File: src/rtl/wb_snoop_ctrl.sv
// Snoop-side sequencer: broadcasts a granted request to the other cores,
// gathers poll responses under a timeout, then serves a hit or hands off to memory.
module wb_snoop_ctrl #(
    parameter int aw        = 32,
    parameter int dw        = 32,
    parameter int num_cores = 2,
    parameter int timeout   = 16,
    localparam int cs       = (num_cores > 1) ? $clog2(num_cores) : 1
) (
    input  logic                    wb_clk_i,
    input  logic                    wb_rst_i,
    input  logic                    req_valid_i,
    output logic                    req_ready_o,
    input  logic [cs-1:0]           req_core_i,
    input  logic                    req_we_i,
    input  logic [aw-1:0]           req_adr_i,
    output logic [aw-1:0]           snoop_adr_o,
    output logic                    snoop_inv_o,
    output logic [num_cores-1:0]    poll_active_o,
    input  logic [num_cores-1:0]    poll_valid_i,
    input  logic [num_cores-1:0]    poll_hit_i,
    input  logic [num_cores*dw-1:0] snooped_dat_i,
    output logic                    mem_req_o,
    input  logic                    mem_done_i,
    output logic                    done_o,
    output logic                    hit_o,
    output logic [cs-1:0]           hit_core_o,
    output logic [dw-1:0]           hit_dat_o,
    output logic                    timeout_o
);

    localparam int tw = $clog2(timeout + 1);

    typedef enum logic [2:0] {
        IDLE,
        POLL,
        HIT,
        MEM,
        DONE
    } state_t;

    state_t                 state_q, state_d;
    logic [aw-1:0]          adr_q, adr_d;
    logic [cs-1:0]          core_q, core_d;
    logic                   we_q, we_d;
    logic [num_cores-1:0]   resp_q, resp_d;
    logic [tw-1:0]          timer_q, timer_d;
    logic                   to_q, to_d;
    logic [cs-1:0]          hcore_q, hcore_d;
    logic [dw-1:0]          hdat_q, hdat_d;
    logic                   ready_q, ready_d;

    logic [num_cores-1:0]   poll_mask;
    logic [num_cores-1:0]   hits;
    logic [cs-1:0]          hit_idx;
    logic [dw-1:0]          hit_slice;

    // Poll mask is every core except the requester; empty with a single core.
    always_comb begin
        poll_mask = '0;
        for (int i = 0; i < num_cores; i++) begin
            poll_mask[i] = (num_cores > 1) && (cs'(i) != core_q);
        end
        hits      = poll_valid_i & poll_hit_i & poll_mask;
        hit_idx   = '0;
        hit_slice = '0;
        for (int i = num_cores - 1; i >= 0; i--) begin
            if (hits[i]) begin
                hit_idx   = cs'(i);
                hit_slice = snooped_dat_i[i*dw +: dw];
            end
        end
    end

    always_comb begin
        state_d = state_q;
        adr_d   = adr_q;
        core_d  = core_q;
        we_d    = we_q;
        resp_d  = resp_q;
        timer_d = timer_q;
        to_d    = to_q;
        hcore_d = hcore_q;
        hdat_d  = hdat_q;
        unique case (state_q)
            IDLE: begin
                if (req_valid_i && ready_q) begin
                    adr_d   = req_adr_i;
                    core_d  = req_core_i;
                    we_d    = req_we_i;
                    resp_d  = '0;
                    timer_d = '0;
                    to_d    = 1'b0;
                    state_d = (num_cores > 1) ? POLL : MEM;
                end
            end
            POLL: begin
                resp_d = resp_q | (poll_valid_i & poll_mask);
                if (!we_q && (|hits)) begin
                    hcore_d = hit_idx;
                    hdat_d  = hit_slice;
                    state_d = HIT;
                end else if (resp_d == poll_mask) begin
                    state_d = MEM;
                end else if (timer_q == tw'(timeout - 1)) begin
                    to_d    = 1'b1;
                    state_d = MEM;
                end else begin
                    timer_d = timer_q + 1'b1;
                end
            end
            HIT:  state_d = IDLE;
            MEM:  if (mem_done_i) state_d = DONE;
            DONE: state_d = IDLE;
            default: state_d = IDLE;
        endcase
        // Registered so ready stays low through the reset cycles themselves.
        ready_d = (state_d == IDLE);
    end

    always_ff @(posedge wb_clk_i) begin
        if (!wb_rst_i) begin
            state_q <= IDLE;
            adr_q   <= '0;
            core_q  <= '0;
            we_q    <= 1'b0;
            resp_q  <= '0;
            timer_q <= '0;
            to_q    <= 1'b0;
            hcore_q <= '0;
            hdat_q  <= '0;
            ready_q <= 1'b0;
        end else begin
            state_q <= state_d;
            adr_q   <= adr_d;
            core_q  <= core_d;
            we_q    <= we_d;
            resp_q  <= resp_d;
            timer_q <= timer_d;
            to_q    <= to_d;
            hcore_q <= hcore_d;
            hdat_q  <= hdat_d;
            ready_q <= ready_d;
        end
    end

    assign req_ready_o   = ready_q;
    assign snoop_adr_o   = adr_q;
    assign snoop_inv_o   = (state_q == POLL) && we_q;
    assign poll_active_o = (state_q == POLL) ? poll_mask : '0;
    assign mem_req_o     = (state_q == MEM);
    assign done_o        = (state_q == HIT) || (state_q == DONE);
    assign hit_o         = (state_q == HIT);
    assign hit_core_o    = (state_q == HIT) ? hcore_q : '0;
    assign hit_dat_o     = (state_q == HIT) ? hdat_q : '0;
    assign timeout_o     = (state_q == DONE) && to_q;

endmodule

File: config.mk
export PLATFORM = sky130hd
export DESIGN_NAME = wb_snoop_ctrl
export DESIGN_NICKNAME = d
export VERILOG_FILES = /design/src/rtl/wb_snoop_ctrl.sv
export SDC_FILE = /design/constraint.sdc
export NUM_CORES = 1
export LEC_CHECK = 0
export CAP_MARGIN = 20
export CORE_ASPECT_RATIO = 0.5
export CORE_MARGIN = 8
export CORE_UTILIZATION = 30
export CTS_CLUSTER_DIAMETER = 120
export DETAILED_ROUTE_END_ITERATION = 10
export SYNTH_ARGS = -nofsm -noshare
export SYNTH_HDL_FRONTEND = slang
export SYNTH_SLANG_ARGS = --single-unit
File: constraint.sdc
create_clock -name wb_clk_i -period 1.97 [get_ports wb_clk_i]
set_input_delay 0.394 -clock wb_clk_i [delete_from_list [all_inputs] [get_ports wb_clk_i]]
set_output_delay 0.394 -clock wb_clk_i [all_outputs]
set_load 0.01 [all_outputs]
==> results.json, run 1 <==
{
  "vdd_drop_max_uv": 388,
  "synth_top_cell_by_area": "sky130_fd_sc_hd__dfxtp_1",
  "cts_max_level": 3,
  "gpl.final_weighted_congestion": 0.715,
  "area_share_of_and_or_nand_nor_cells_after_synthesis_pct": 32.4,
  "synth-compound-area-share_pct": 19.4,
  "track_usage_pct": 14.7,
  "synth_nets": 528,
  "drt_pre_antenna_iters": 4,
  "grt.met1_usage_pct": 18.5,
  "synthTopCellsByArea": "sky130_fd_sc_hd__dfxtp_1, sky130_fd_sc_hd__nand2_1, sky130_fd_sc_hd__and2_1",
  "die_w_um": 173,
  "transition_time_at_the_pin_with_the_least_slew_margin_ns": 0.673,
  "nature_of_the_critical_path_endpoint": "register",
  "setup_viol": 0,
  "setup_ws_ns": 0.0728,
  "unrepaired_setup_endpoints_after_global_routing": "true",
  "antenna_found_initial": 0,
  "synth_cell_types": 45,
  "ys.flop_type": "sky130_fd_sc_hd__dfxtp_1",
  "drv.max_cap_violation_count": 0,
  "floorplan.io_pins": 179,
  "totalWireLength_um": 12500,
  "post_synth_mux_area_share_pct": 0,
  "clock_sinks": 79,
  "area_growth_pct": 66.3,
  "max_freq_mhz": 527,
  "max_stage_delay_ns": 0.51,
  "crit_path_cell_trace": "ha_2, and3_1, ha_2, nand2b_4, a21boi_2, nand4_1, or4b_1, o21ai_1",
  "hold_violations": 0,
  "critical_path_required_ns": 2.24,
  "worst_path_most_repeated_cell": "sky130_fd_sc_hd__ha_2",
  "place.port_buffers": 178,
  "yosys_warnings": 0,
  "clk-insertion-delay-late_ns": 0.33,
  "dpl_worst_slack_ns": -0.230,
  "layout_worst_path_cycle_share_pct": 96.3,
  "groute.layer.met3.usage_pct": 5.18,
  "timing.critical_path.fanout_max": 3,
  "global_route.peak_usage_layer": "met2",
  "synth.cell_area_um2": 3720,
  "syn-instance-count": 420,
  "synth_area_per_cell_um2": 8.86,
  "path_class": "register to register",
  "diodes": 0,
  "final_skew_ns": 0.00612,
  "routedWlPerCell_um": 16.0,
  "clockBufferDepth": 2,
  "synth.yosys.seq_area_share_pct": 42.5,
  "number_of_cts_inserted_buffers": 9,
  "std_cell_rows": 28,
  "netlist.area_leader.share_pct": 42.5,
  "place_inst": 760,
  "first_global_vias": 3640,
  "final_antenna_net_count": 0,
  "fin_cells": 780,
  "asyncSetResetFlopFracSynth_pct": 0,
  "dominant_combinational_cell_family_by_area_after_synthesis": "simple AND/OR/NAND/NOR gates",
  "max-slew-margin-rel_pct": 55.1,
  "pwr_per_cell_area_nw_per_um2": 718,
  "initial_core_util_pct": 31.1,
  "crit_arrival_ns": 2.17,
  "timing.critical_path.from_type": "register",
  "setup_total_negative_slack_ns": 0,
  "drive_above_1_share_pct": 20.7,
  "route.detailed.vias_per_inst": 4.60,
  "finalWorstPathRequiredPeriod_ns": 1.90,
  "cts_root_cell": "sky130_fd_sc_hd__clkbuf_16",
  "synth_adder_area_share_pct": 0.673,
  "synth_enable_flop_cells": 0,
  "hold_removal_path_class": "primary input to register",
  "maxSlewViolCount": 0,
  "tritoncts": "built",
  "synthXorXnorAreaFrac_pct": 0.235,
  "grt-ovfl-total": 0,
  "detailedRoute.firstIterationViolations": 161,
  "fp.dieArea_um2": 16400,
  "status": "finished, final reports clean",
  "crit_slowest_cell": "sky130_fd_sc_hd__or4b_1",
  "cts.clk_slew.worst_paths_ns": 0.06,
  "grt_util_met2_pct": 24.0,
  "hpwl_um": 8320,
  "postCtsHoldBufs": 0,
  "cpLargestDelayFamily": "simple AND/OR/NAND/NOR gates",
  "fin_worst_hold_slack_ns": 0.419,
  "routed-via-count": 3588,
  "drc": 0,
  "grt_first_pass_wirelength_um": 19600,
  "die_h_um": 94.7,
  "grt_max_degree": 78,
  "coreArea_um2": 11900,
  "timing.critical_path.buf_inv": 0,
  "cellLeakagePower_nw": 2.48,
  "finalPower_mw": 4.44,
  "synthesized_flop_and_latch_total": 79,
  "layout.nets": 718
}
-- registers in the layout, indices dropped and copies added, names as in the netlist --
signal / flops
hcore_q: 1
resp_q: 2
state_q: 3
hdat_q: 32
timer_q: 5
req_ready_o: 1
we_q: 1
to_q: 1
core_q: 1
snoop_adr_o: 32
-- worst reg2reg max path, delay by kind of cell, from the launching register on --
kind | cells | cell delay (ns)
DFF | 1 | 0.33
AOI/OAI and AO/OA | 2 | 0.22
adders and majority gates | 2 | 0.35
and+or+nand+nor | 4 | 0.95
-- where the power goes --
part | internal, mW | leakage (nW) | switching, mW
combinational | 0.412 | 1.66 | 0.265
clock | 1.40 | 0.180 | 0.661
sequential | 1.66 | 0.643 | 0.0373
-- repair_timing --
action / in CTS / in global routing
setup buffers: 1 / 0
cloned: 1 / 2
hold endpoints to repair: 0 / 0
setup endpoints to repair: 40 / 63
pin swaps: 1 / 3
gates resized for setup: 89 / 40
-- logic make-up (layout without fill, tap and decap cells) --
family	Yosys count	after routing
simple gates	213	213
compound gates	88	88
flops	79	79
buf+inv	37	232
fa+ha+maj	2	2
xor+xnor	1	1
-- cell usage after synthesis (2+ instances only) --
| cell | number |
|---|---|
| sky130_fd_sc_hd__and2_1 | 42 |
| sky130_fd_sc_hd__nor2_1 | 10 |
| sky130_fd_sc_hd__a22oi_1 | 6 |
| sky130_fd_sc_hd__inv_1 | 3 |
| sky130_fd_sc_hd__nor2b_1 | 13 |
| sky130_fd_sc_hd__nor2b_2 | 20 |
| sky130_fd_sc_hd__o22ai_1 | 2 |
| sky130_fd_sc_hd__clkbuf_1 | 22 |
| sky130_fd_sc_hd__a21oi_1 | 2 |
| sky130_fd_sc_hd__o2bb2ai_1 | 4 |
| sky130_fd_sc_hd__and3_1 | 33 |
| sky130_fd_sc_hd__a21boi_0 | 34 |
| sky130_fd_sc_hd__nor3b_1 | 2 |
| sky130_fd_sc_hd__buf_6 | 3 |
| sky130_fd_sc_hd__nand2_1 | 74 |
| sky130_fd_sc_hd__nand3b_4 | 2 |
| sky130_fd_sc_hd__dfxtp_1 | 79 |
| sky130_fd_sc_hd__ha_1 | 2 |
| sky130_fd_sc_hd__buf_2 | 7 |
| sky130_fd_sc_hd__buf_4 | 2 |
| sky130_fd_sc_hd__nor3_1 | 3 |
| sky130_fd_sc_hd__a221oi_1 | 28 |
| sky130_fd_sc_hd__nand3_1 | 5 |
-- cells in the final DEF, fill, tap and decap left out, drive strengths merged, types with 3 or more instances in the layout --
cell type / count
a21boi: 35
inv: 3
nand3: 5
and3: 33
bufinv: 4
a221oi: 28
buf: 44
clkbuf: 36
clkdlybuf4s50: 137
and2: 42
nor2: 11
nor3: 4
a22oi: 6
nor2b: 33
dfxtp: 79
o2bb2ai: 4
a21oi: 3
dlygate4sd2: 6
nand2: 75
-- layout make-up --
cell class / count / area (um^2)
fill: 1130 / 5760
inverter: 3 / 11.3
clock buffer: 11 / 243
tap: 165 / 206
multi-input combinational: 304 / 2000
timing repair buffer: 213 / 2010
sequential: 79 / 1590
clock inverter: 5 / 129
-- path summary, 6_finish.rpt --
path                                       from         endpoint  slack [ns]  cells past startpoint
worst max-delay path                 timer_q[1]       timer_q[3]        0.07                      8
worst min-delay path                   wb_rst_i      req_ready_o        0.42                      4
worst max register to register       timer_q[1]       timer_q[3]        0.07                      8
worst min register to register  snoop_adr_o[29]  snoop_adr_o[29]        0.46                      2
-- through the flow --
step	area (um^2)	util (%)
2_1_floorplan	3720	-
4_1_cts	6300	52.7
5_1_grt	6190	51.8
3_3_place_gp	5860	49.1
3_5_place_dp	5860	49.1
6_report	6190	51.8
-- metal layers --
layer | vias to the layer above | part of all wire, %
li1 | 1838 | -
met1 | 1653 | 47
met2 | 92 | 47
met3 | 5 | 5.5
met4 | 0 | 0.62
met5 | - | 0
Note: power is estimated with default switching activity, not from simulation.
==> inputs of run 2 (changes only) <==
--- a/config.mk
+++ b/config.mk
@@ -5,12 +5,13 @@
 export SDC_FILE = /design/constraint.sdc
 export NUM_CORES = 1
 export LEC_CHECK = 0
-export CAP_MARGIN = 20
+export CAP_MARGIN = 30
 export CORE_ASPECT_RATIO = 0.5
 export CORE_MARGIN = 8
 export CORE_UTILIZATION = 30
 export CTS_CLUSTER_DIAMETER = 120
 export DETAILED_ROUTE_END_ITERATION = 10
+export HOLD_SLACK_MARGIN = 0.12
 export SYNTH_ARGS = -nofsm -noshare
 export SYNTH_HDL_FRONTEND = slang
 export SYNTH_SLANG_ARGS = --single-unit
==> results of run 2 <==
Same layout as run 1: the final DEF is identical, and so are final timing and power.
